**src/rtl/pc_seq_pkg.sv**
```systemverilog
// Shared constants and types for the program-counter sequencer.
// State encodings are plain 3-bit constants so the state output stays legacy-compatible.
package pc_seq_pkg;

    localparam int XLEN_DEFAULT = 64;
    localparam int INSTR_BYTES  = 4;

    typedef logic [2:0] state_t;

    localparam state_t S_IDLE      = 3'd0;
    localparam state_t S_FETCH     = 3'd1;
    localparam state_t S_DECODE    = 3'd2;
    localparam state_t S_EXECUTE   = 3'd3;
    localparam state_t S_MEMORY    = 3'd4;
    localparam state_t S_WRITEBACK = 3'd5;
    localparam state_t S_HALT      = 3'd6;
    localparam state_t S_FAULT     = 3'd7;

    typedef struct packed {
        logic mem;
        logic branch;
        logic jump;
    } dec_info_t;

endpackage

```
**src/rtl/pc_seq_next.sv**
```systemverilog
// Next-PC selection and control-transfer alignment check for pc_sequencer.
// Purely combinational; the parent decides when the result is committed.
module pc_seq_next
    import pc_seq_pkg::*;
#(
    parameter int XLEN = XLEN_DEFAULT
) (
    input  logic [XLEN-1:0] pc_i,
    input  logic            commit_take_i,
    input  logic [XLEN-1:0] commit_target_i,
    input  logic            jump_i,
    input  logic            branch_i,
    input  logic            br_taken_i,
    input  logic [XLEN-1:0] br_target_i,
    output logic [XLEN-1:0] next_pc_o,
    output logic            exec_take_o,
    output logic            misaligned_o
);

    // Sequential fetch wraps naturally at 2^XLEN through the fixed-width add.
    assign next_pc_o    = commit_take_i ? commit_target_i : (pc_i + XLEN'(INSTR_BYTES));
    assign exec_take_o  = jump_i | (branch_i & br_taken_i);
    assign misaligned_o = exec_take_o & (br_target_i[1:0] != 2'b00);

endmodule

```
**src/rtl/pc_sequencer.sv**
```systemverilog
// Multi-cycle control sequencer owning the PC: fetch, decode, execute, memory, writeback.
// Every output is decoded from registered state, so no input reaches an output combinationally.
module pc_sequencer
    import pc_seq_pkg::*;
#(
    parameter int               XLEN     = XLEN_DEFAULT,
    parameter logic [XLEN-1:0]  RESET_PC = '0,
    parameter int               CNT_W    = 32
) (
    input  logic             clk,
    input  logic             reset,
    input  logic             run,
    output logic             imem_req,
    input  logic             imem_ready,
    output logic [XLEN-1:0]  imem_addr,
    input  logic             dec_mem,
    input  logic             dec_branch,
    input  logic             dec_jump,
    input  logic             dec_halt,
    input  logic             dec_illegal,
    input  logic             br_taken,
    input  logic [XLEN-1:0]  br_target,
    output logic             dmem_req,
    input  logic             dmem_ready,
    output logic             rf_we,
    output logic [XLEN-1:0]  pc,
    output logic [2:0]       state,
    output logic             halted,
    output logic             fault,
    output logic [CNT_W-1:0] retired
);

    state_t           state_q, state_d;
    logic [XLEN-1:0]  pc_q, pc_d;
    logic [CNT_W-1:0] retired_q, retired_d;
    dec_info_t        dec_q, dec_d;
    logic             take_q, take_d;
    logic [XLEN-1:0]  target_q, target_d;

    logic [XLEN-1:0]  nextPc;
    logic             execTake;
    logic             misaligned;

    pc_seq_next #(
        .XLEN(XLEN)
    ) u_next (
        .pc_i           (pc_q),
        .commit_take_i  (take_q),
        .commit_target_i(target_q),
        .jump_i         (dec_q.jump),
        .branch_i       (dec_q.branch),
        .br_taken_i     (br_taken),
        .br_target_i    (br_target),
        .next_pc_o      (nextPc),
        .exec_take_o    (execTake),
        .misaligned_o   (misaligned)
    );

    always_comb begin
        state_d  = state_q;
        dec_d    = dec_q;
        take_d   = take_q;
        target_d = target_q;
        case (state_q)
            S_IDLE:      if (run) state_d = S_FETCH;
            S_FETCH:     if (imem_ready) state_d = S_DECODE;
            S_DECODE: begin
                dec_d.mem    = dec_mem;
                dec_d.branch = dec_branch;
                dec_d.jump   = dec_jump;
                // An illegal opcode outranks a halt encoded in the same word.
                if (dec_illegal)   state_d = S_FAULT;
                else if (dec_halt) state_d = S_HALT;
                else               state_d = S_EXECUTE;
            end
            S_EXECUTE: begin
                take_d   = execTake;
                target_d = br_target;
                if (misaligned)     state_d = S_FAULT;
                else if (dec_q.mem) state_d = S_MEMORY;
                else                state_d = S_WRITEBACK;
            end
            S_MEMORY:    if (dmem_ready) state_d = S_WRITEBACK;
            S_WRITEBACK: state_d = run ? S_FETCH : S_IDLE;
            default:     state_d = state_q;
        endcase
    end

    // The PC and retire count move only on the edge that ends writeback.
    assign pc_d      = (state_q == S_WRITEBACK) ? nextPc : pc_q;
    assign retired_d = (state_q == S_WRITEBACK) ? (retired_q + CNT_W'(1)) : retired_q;

    always_ff @(posedge clk or posedge reset) begin
        if (reset) begin
            state_q   <= S_IDLE;
            pc_q      <= RESET_PC;
            retired_q <= '0;
            dec_q     <= '0;
            take_q    <= 1'b0;
            target_q  <= '0;
        end else begin
            state_q   <= state_d;
            pc_q      <= pc_d;
            retired_q <= retired_d;
            dec_q     <= dec_d;
            take_q    <= take_d;
            target_q  <= target_d;
        end
    end

    assign imem_req  = (state_q == S_FETCH);
    assign imem_addr = pc_q;
    assign dmem_req  = (state_q == S_MEMORY);
    assign rf_we     = (state_q == S_WRITEBACK);
    assign halted    = (state_q == S_HALT);
    assign fault     = (state_q == S_FAULT);
    assign pc        = pc_q;
    assign state     = state_q;
    assign retired   = retired_q;

endmodule

```
**config.mk**
```make
export PLATFORM = sky130hd
export DESIGN_NAME = pc_sequencer
export DESIGN_NICKNAME = d
export VERILOG_FILES = /design/src/rtl/pc_seq_pkg.sv /design/src/rtl/pc_seq_next.sv /design/src/rtl/pc_sequencer.sv
export SDC_FILE = /design/constraint.sdc
export NUM_CORES = 1
export LEC_CHECK = 0
export CAP_MARGIN = 10
export CORE_MARGIN = 2
export CORE_UTILIZATION = 45
export CTS_CLUSTER_SIZE = 24
export DETAILED_ROUTE_END_ITERATION = 8
export PLACE_DENSITY = 0.75
export SLEW_MARGIN = 0
export SYNTH_ARGS = -nofsm -noshare
export SYNTH_HDL_FRONTEND = slang
export SYNTH_SLANG_ARGS = --single-unit
```
**constraint.sdc**
```tcl
create_clock -name clk -period 8.27 [get_ports clk]
set_clock_uncertainty 0.05 [all_clocks]
set_input_delay 2.0675 -clock clk [delete_from_list [all_inputs] [get_ports clk]]
set_output_delay 2.0675 -clock clk [all_outputs]
set_load 0.02 [all_outputs]
```
Word level (Yosys, flattened, before mapping) --
Index checks and enable logic that the tools add are counted.
Storage, ports and cells: register bits 167, logic and storage cells 37
Operators by class: $add $sub $neg 2, equality and inequality tests 10, multiplexer cells 10, bitwise operators 3, reduce and logical (&&, ||, !) cells 4
Operators by type and width (number):
- $add 64x3->64 const B | 1
- $mux 64 | 1
- $add 32x1->32 const B | 1
- $pmux 3 s6 | 1
- $mux 3 | 5
- $eq 3x3->1 const B | 4
- $eq 3x2->1 const B | 2
- $reduce_bool 6->1 | 1
- $ne 2x1->1 const B | 2
- $reduce_and 4->1 | 1
- $eq 3x1->1 const B | 1
- $logic_not 3->1 | 1
- $and 1x1->1 | 2
- $mux 1 | 2
- $mux 2 | 1
- $ne 2x2->1 const B | 1
- $reduce_bool 2->1 | 1
- $or 1x1->1 | 1

Longest topological paths before layout --
Gate-level depths: netlist of run 1.
depth after elaboration 5, depth in mapped cells 8, gate-level depth less buffers 6

Hierarchy --
A second synthesis of run 1 with hierarchy kept.
Unflattened totals: cells, all modules 983, area, all modules 9205.1 µm²
By module, submodules not included:
- pc_sequencer | instances 1, cells an instance 637, area an instance 7108.1 µm²
- pc_seq_next | instances 1, cells an instance 346, area an instance 2097.0 µm²

Least setup slack after synthesis of run 1 --
Ideal clock, no wire load.
path kind reg2out, from reg state_q[1], in the netlist state[1], to out rf_we, data arrival time 1.542 ns, required time 6.153 ns, setup slack 4.611 ns, stages on the path, launching flop included 5, path buffers 2, cell sequence dfrtp_1 nand3b_1 clkinv_1 clkbuf_1 buf_1
On the way: cells in the longest elaborated chain, start to end 1
Ends and longest elaborated chain:
- start: declaration | line pc_sequencer.sv:33 | state_t state_q, state_d;
- start signal: assignment | line pc_sequencer.sv:102 | state_q <= state_d;
- $eq 3x3->1 | line pc_sequencer.sv:114 | assign rf_we = (state_q == S_WRITEBACK);
- end: declaration | line pc_sequencer.sv:25 | output logic rf_we,
No other way between the ends.

Worst setup path in the final report of run 1 --
Ends and elaborated chain as after synthesis.

==> results by group, run 1 <==
Detailed routing
  – Drt initial violations: 656
  – Drt drc: 0
  – Wirelength, routed: 24,200 um
  – Drt pass-1 iters: 5
  – Vias: 7,786
  – Post-route ant nets: 0
  – Routed len/inst: 17.9 um
  – Vias per cell: 5.76

STA
  – Rel. slew slack: 0.225
  – Fin crit period: 4.60 ns
  – Hold Fails Final Rpt: 0
  – RSZ-0062 raised after global routing: no
  – Min setup slack post-route: 3.67 ns
  – Max-slew violation count: 0
  – Crit share post-route: 0.556
  – Worst slew pin tran: 1.15 ns
  – Max Freq: 0.217 GHz
  – Setup TNS: 0 ns
  – Setup Viol. Count Final: 0

Pwr
  – Power consumption: 4.31 mW
  – P_leak: 4.76 nW
  – Peak VDD IR: 203 uV
  – Power Dens Cells: 364 nW/um^2

Place
  – IO Port Bufs: 242
  – HPWL after detailed placement: 16,300 um
  – Dpl ws: 4.13 ns
  – Dpl cells: 1,320
  – Placer Congestion: 0.814

Run status
  – Outcome: complete, no violations

Worst setup path
  – Delay-heaviest family, CP: buffers and inverters
  – Worst path required time: 6.15 ns
  – Slowest CP cell: buf_4
  – Crit Path Max Fanout: 75
  – CP Class: register to output port
  – Cells along the critical path: nand3b_1 > buf_4 > inv_2 > clkdlybuf4s50_1
  – Worst Path Arrival: 2.48 ns
  – Worst Path Buf+Inv: 3
  – Startpoint types: register
  – Max stage delay on crit path: 0.60 ns
  – Crit end category: output port

Die
  – Die area: 21,400 sq um
  – I/O pin count: 243
  – Starting Density: 0.455
  – Std-Cell Rows: 52
  – Total core area: 20,000 sq um
  – Die width: 146 um
  – Die height: 146 um

Clock tree
  – Clk slew on worst S/H paths: 0.06 ns
  – TritonCTS clock tree: done
  – CTS sink cnt: 167
  – Total CTS buffers: 17
  – Post-CTS setup buffers: 0
  – Max Buffers Root-to-Sink: 2
  – Clock latency on the worst-skew pair: 0.43 ns
  – CTS resizes: 0
  – Root Buffer: clkbuf_16
  – Max H-tree Level: 4
  – Cts hold-fix bufs: 0

Yosys
  – Cell Area, Synth: 9120 sq um
  – Synthesized area per cell: 9.97 sq um
  – Largest area contributor in the netlist: dfrtp_1
  – EDFF count, synth: 0
  – Top FF cell, synth: dfrtp_1
  – Post-synth top area share: 0.458
  – Synth area leaders: dfrtp_1 46%, mux2_2 8.4%, buf_4 5.5%, nand3_1 3.0%, o21ai_0 2.7%
  – Register area share after synthesis: 0.458
  – Netlist cell types: 73
  – Post-Syn Nets: 992
  – Seq cells post-synth: 167
  – Synth warnings: 0
  – Async set-reset flop share out of synthesis: 1.00
  – Mapped Cells: 915

Global routing
  – Global-route wire length before repair: 39,200 um
  – GR Overflow Total: 0
  – Vias in the first global route: 7,328
  – Largest net degree at the start of global routing: 94
  – Antenna violations before repair: 1
  – Total GRT Usage: 0.226

Final layout
  – Fin cells: 1,352
  – Inserted Diodes: 0
  – Final Util: 0.590
  – Share of layout cells above drive strength 1: 0.128
  – Commonest non-fill, non-tap cell in the layout: clkdlybuf4s50_1
  – Most frequent cells in the layout: 242 x clkdlybuf4s50_1, 166 x dfrtp_1, 68 x mux2_2, 61 x nand2_1, 53 x nand3_1
  – Area added between synthesis and finish: 29.6%
  – Nets@finish: 1,146

Job
  – Max Cap Violations: 0

Hold path
  – Hold Path Class: register to register
-- cell families (layout without fill, tap and decap cells) --
logic type                 count (synthesis)  count (layout)  synth area share
buffers and inverters                    134             301            0.0859
DFF                                      167             167             0.458
and+or+nand+nor                          327             327             0.206
adders and majority gates                  2               2           0.00274
muxes                                     73              73            0.0894
AOI/OAI and AO/OA                        181             181             0.128
xor gates and xnor gates                  31              31            0.0298
-- power breakdown --
part / switching [mW] / internal (mW) / leakage, nW
clock network: 0.340 / 0.435 / 0.282
registers: 0.383 / 1.14 / 2.02
logic: 1.04 / 0.970 / 2.46
-- through the flow --
stage,hold slack [ns],cell area [sq um]
global route,0.449,11800
global placement,0.397,11200
detailed placement,0.405,11200
floorplan,0.383,9120
finish,0.415,11800
CTS,0.423,11800
-- worst paths after layout --
path / end / slack [ns] / start / cells after the start
worst max-delay path: rf_we / 3.67 / state[1] / 4
worst min-delay path: imem_addr[1] / 0.41 / target_q[1] / 2
worst max register to register: retired[13] / 5.07 / state[1] / 8
worst min register to register: imem_addr[1] / 0.41 / target_q[1] / 2
max in group asynchronous: take_q / 4.97 / reset / 3
min in group asynchronous: target_q[35] / 1.93 / reset / 2
-- cell type report --
cell class	count	area, sq um
Clock buffer	19	453
Clock inverter	13	120
Fill cell	1759	8220
Inverter	19	76.3
Multi-Input combinational cell	614	4170
Sequential cell	167	4180
Tap cell	270	338
Timing Repair Buffer	250	2480
-- synthesized netlist by cell type, drive strengths merged, types with 5 or more instances --
master,instances
dfrtp,167
xor2,11
and4,12
inv,18
nand2,62
xnor2,20
a31oi,15
nand3,55
mux2,68
and3,31
mux2i,5
a311oi,8
a21oi,45
o21ai,50
nand4,30
clkbuf,33
or2,7
nor2,43
or3,12
nor3,36
nor4,17
and2,10
a211oi,13
buf,82
-- metal layers --
| metal | share of wire | GRT usage |
|---|---|---|
| met4 | 0.017 | 0.0650 |
| met5 | 0.00054 | 0 |
| met3 | 0.064 | 0.0384 |
| met2 | 0.49 | 0.371 |
| met1 | 0.43 | 0.309 |
-- tightest hold or removal path, cell delays in order (launching register included) --
cell	delay, ns
dfrtp_1	0.34
nand2_1	0.05
nand2_1	0.05
-- state kept, by name, indices dropped and copies added (netlist names) --
signal and count:
retired 32, target_q 64, state 3, dec_q 3, imem_addr 64, take_q 1
Note: power is estimated with default switching activity, not from simulation.
==> run 2: changes to the inputs <==
--- a/config.mk
+++ b/config.mk
@@ -10,7 +10,7 @@
 export CORE_UTILIZATION = 45
 export CTS_CLUSTER_SIZE = 24
 export DETAILED_ROUTE_END_ITERATION = 8
-export PLACE_DENSITY = 0.75
+export PLACE_DENSITY = 0.78
 export SLEW_MARGIN = 0
 export SYNTH_ARGS = -nofsm -noshare
 export SYNTH_HDL_FRONTEND = slang
==> constraint.sdc (replaced) <==
create_clock -name clk -period 3.73 [get_ports clk]
set_clock_uncertainty 0.05 [all_clocks]
set_input_delay 0.9325 -clock clk [delete_from_list [all_inputs] [get_ports clk]]
set_output_delay 0.9325 -clock clk [all_outputs]
set_load 0.02 [all_outputs]
==> run 2 against run 1 <==
Effect of this change: non-clock buffer count grew 2; critical path type unchanged; largest power group unchanged; largest cell class unchanged; via count is 0.15% lower; critical endpoint unchanged; register-to-register slack got worse by 4.1 ns; count of clock-buffer cells in the layout is 2 lower.
==> results by group, run 2 (same netlist as run 1, synthesis figures left out) <==
Die
  – Die height: 146 um
  – Starting Density: 0.455
  – Die area: 21,400 sq um
  – Total core area: 20,000 sq um
  – Std-Cell Rows: 52
  – Die width: 146 um
  – I/O pin count: 243

Detailed routing
  – Wirelength, routed: 25,000 um
  – Drt initial violations: 596
  – Drt pass-1 iters: 5
  – Drt drc: 0
  – Vias: 7,774
  – Vias per cell: 5.74
  – Post-route ant nets: 0
  – Routed len/inst: 18.4 um

Worst setup path
  – CP startpoint: state[1]
  – RR Startpoint: state[1]
  – Slowest CP cell: clkdlybuf4s50_1
  – Flop2flop setup slack: 0.95 ns
  – Max stage delay on crit path: 0.62 ns
  – Worst Path Arrival: 2.07 ns
  – CP Class: register to output port
  – Worst path required time: 2.75 ns
  – Startpoint types: register
  – Crit Path Max Fanout: 15
  – Crit end category: output port
  – Worst r2r path cells: 6
  – Cells along the critical path: nand3b_1 > inv_2 > clkdlybuf4s50_1

Clock tree
  – TritonCTS clock tree: done
  – Root Buffer: clkbuf_16
  – CTS resizes: 0
  – Clock latency on the worst-skew pair: 0.44 ns
  – Max H-tree Level: 4
  – Post-CTS setup buffers: 0
  – Cts hold-fix bufs: 0
  – CTS sink cnt: 167
  – Max Buffers Root-to-Sink: 2
  – Total CTS buffers: 17
  – Clk slew on worst S/H paths: 0.07 ns

Final layout
  – Post-route cell area: 11,900 sq um
  – Nets@finish: 1,148
  – Share of layout cells above drive strength 1: 0.130
  – Most frequent cells in the layout: 242 x clkdlybuf4s50_1, 166 x dfrtp_1, 68 x mux2_2, 61 x nand2_1, 53 x nand3_1
  – Area added between synthesis and finish: 30.2%
  – Sequential Area: 4180 sq um
  – Commonest non-fill, non-tap cell in the layout: clkdlybuf4s50_1
  – Multi-input logic area: 4170 sq um
  – FILL cells: 1,737

Global routing
  – Largest net degree at the start of global routing: 94
  – Global-route wire length before repair: 39,900 um
  – Total GRT Usage: 0.231
  – GR Overflow Total: 0
  – Antenna violations before repair: 1
  – Vias in the first global route: 7,449

STA
  – Setup Viol. Count Final: 0
  – WHS: 0.432 ns
  – Hold Fails Final Rpt: 0
  – Max Freq: 0.328 GHz
  – Worst slew pin tran: 1.15 ns
  – Fin crit period: 3.05 ns
  – Rel. slew slack: 0.230
  – Crit share post-route: 0.819
  – RSZ-0062 raised after global routing: no
  – Setup TNS: 0 ns
  – Max-slew violation count: 0

Hold path
  – Min-delay src: target_q[1]
  – Hold Path Class: register to register
  – Hold path depth: 2

Pwr
  – Power Dens Cells: 814 nW/um^2
  – Switching Fraction: 0.417
  – P_sw: 4.03 mW
  – P_leak: 4.76 nW
  – Sequential cell fraction of total power: 0.352
  – Clk pwr share: 0.185
  – Comb pwr share: 0.463
  – Internal power: 5.63 mW
  – Peak VDD IR: 502 uV

Place
  – HPWL after detailed placement: 17,100 um
  – IO Port Bufs: 242
  – Placer Congestion: 0.847
  – Placed cell area: 11,300 sq um

Run status
  – Outcome: complete, no violations

Job
  – Max Cap Violations: 0
[run 2: cell count changes in the layout (fill, tap and decap cells not counted)]
cell / delta
diode_2: +1
inv_8: +3
clkinv_2: -4
clkbuf_8: -2
buf_12: +2
clkinvlp_4: +3
[run 2: metrics by stage]
| step | utilization | power (mW) | setup WS (ns) | cells |
|---|---|---|---|---|
| after floorplan | - | 6.30 | 0.621 | 915 |
| after global placement | 0.563 | 7.77 | 0.988 | 1322 |
| after detailed placement | 0.563 | 7.89 | 0.979 | 1322 |
| after CTS | 0.592 | 9.69 | 0.650 | 1354 |
| after global routing | 0.592 | 10.2 | 0.546 | 1354 |
| final | 0.592 | 9.66 | 0.677 | 1355 |
[run 2: worst paths after layout]
check | end
worst max-delay path | rf_we
worst min-delay path | imem_addr[1]
worst max register to register | imem_addr[58]
worst min register to register | imem_addr[1]
max in group asynchronous | take_q
min in group asynchronous | imem_addr[39]
[run 2: metal layers]
metal / part of all wire / vias up / track usage
li1: - / 3633 / -
met1: 0.42 / 3784 / 0.308
met2: 0.49 / 317 / 0.377
met3: 0.068 / 40 / 0.0519
met4: 0.022 / 0 / 0.0757
met5: 0 / - / 0
[run 2: worst max-delay path: cells and delay by family (launching register included)]
kind / cells / cell delay [ns]
flip-flops: 1 / 0.53
buffers and inverters: 2 / 0.79
AND/OR/NAND/NOR: 1 / 0.31
[run 2: power groups by stage]
stage          sequential (mW)  combinational, mW  clock, mW
2_1_floorplan             3.46               2.84          0
3_3_place_gp              3.38               4.38          0
3_5_place_dp              3.42               4.47          0
4_1_cts                   3.39               4.50       1.80
5_1_grt                   3.53               4.81       1.87
6_report                  3.41               4.47       1.78
[run 2: layout make-up]
class	count	area share
sequential	167	0.352
clock inverter	15	0.0133
multi-input combinational	614	0.351
timing repair buffer	252	0.212
antenna	1	0.000211
inverter	19	0.00632
tap	270	0.0285
clock buffer	17	0.0358
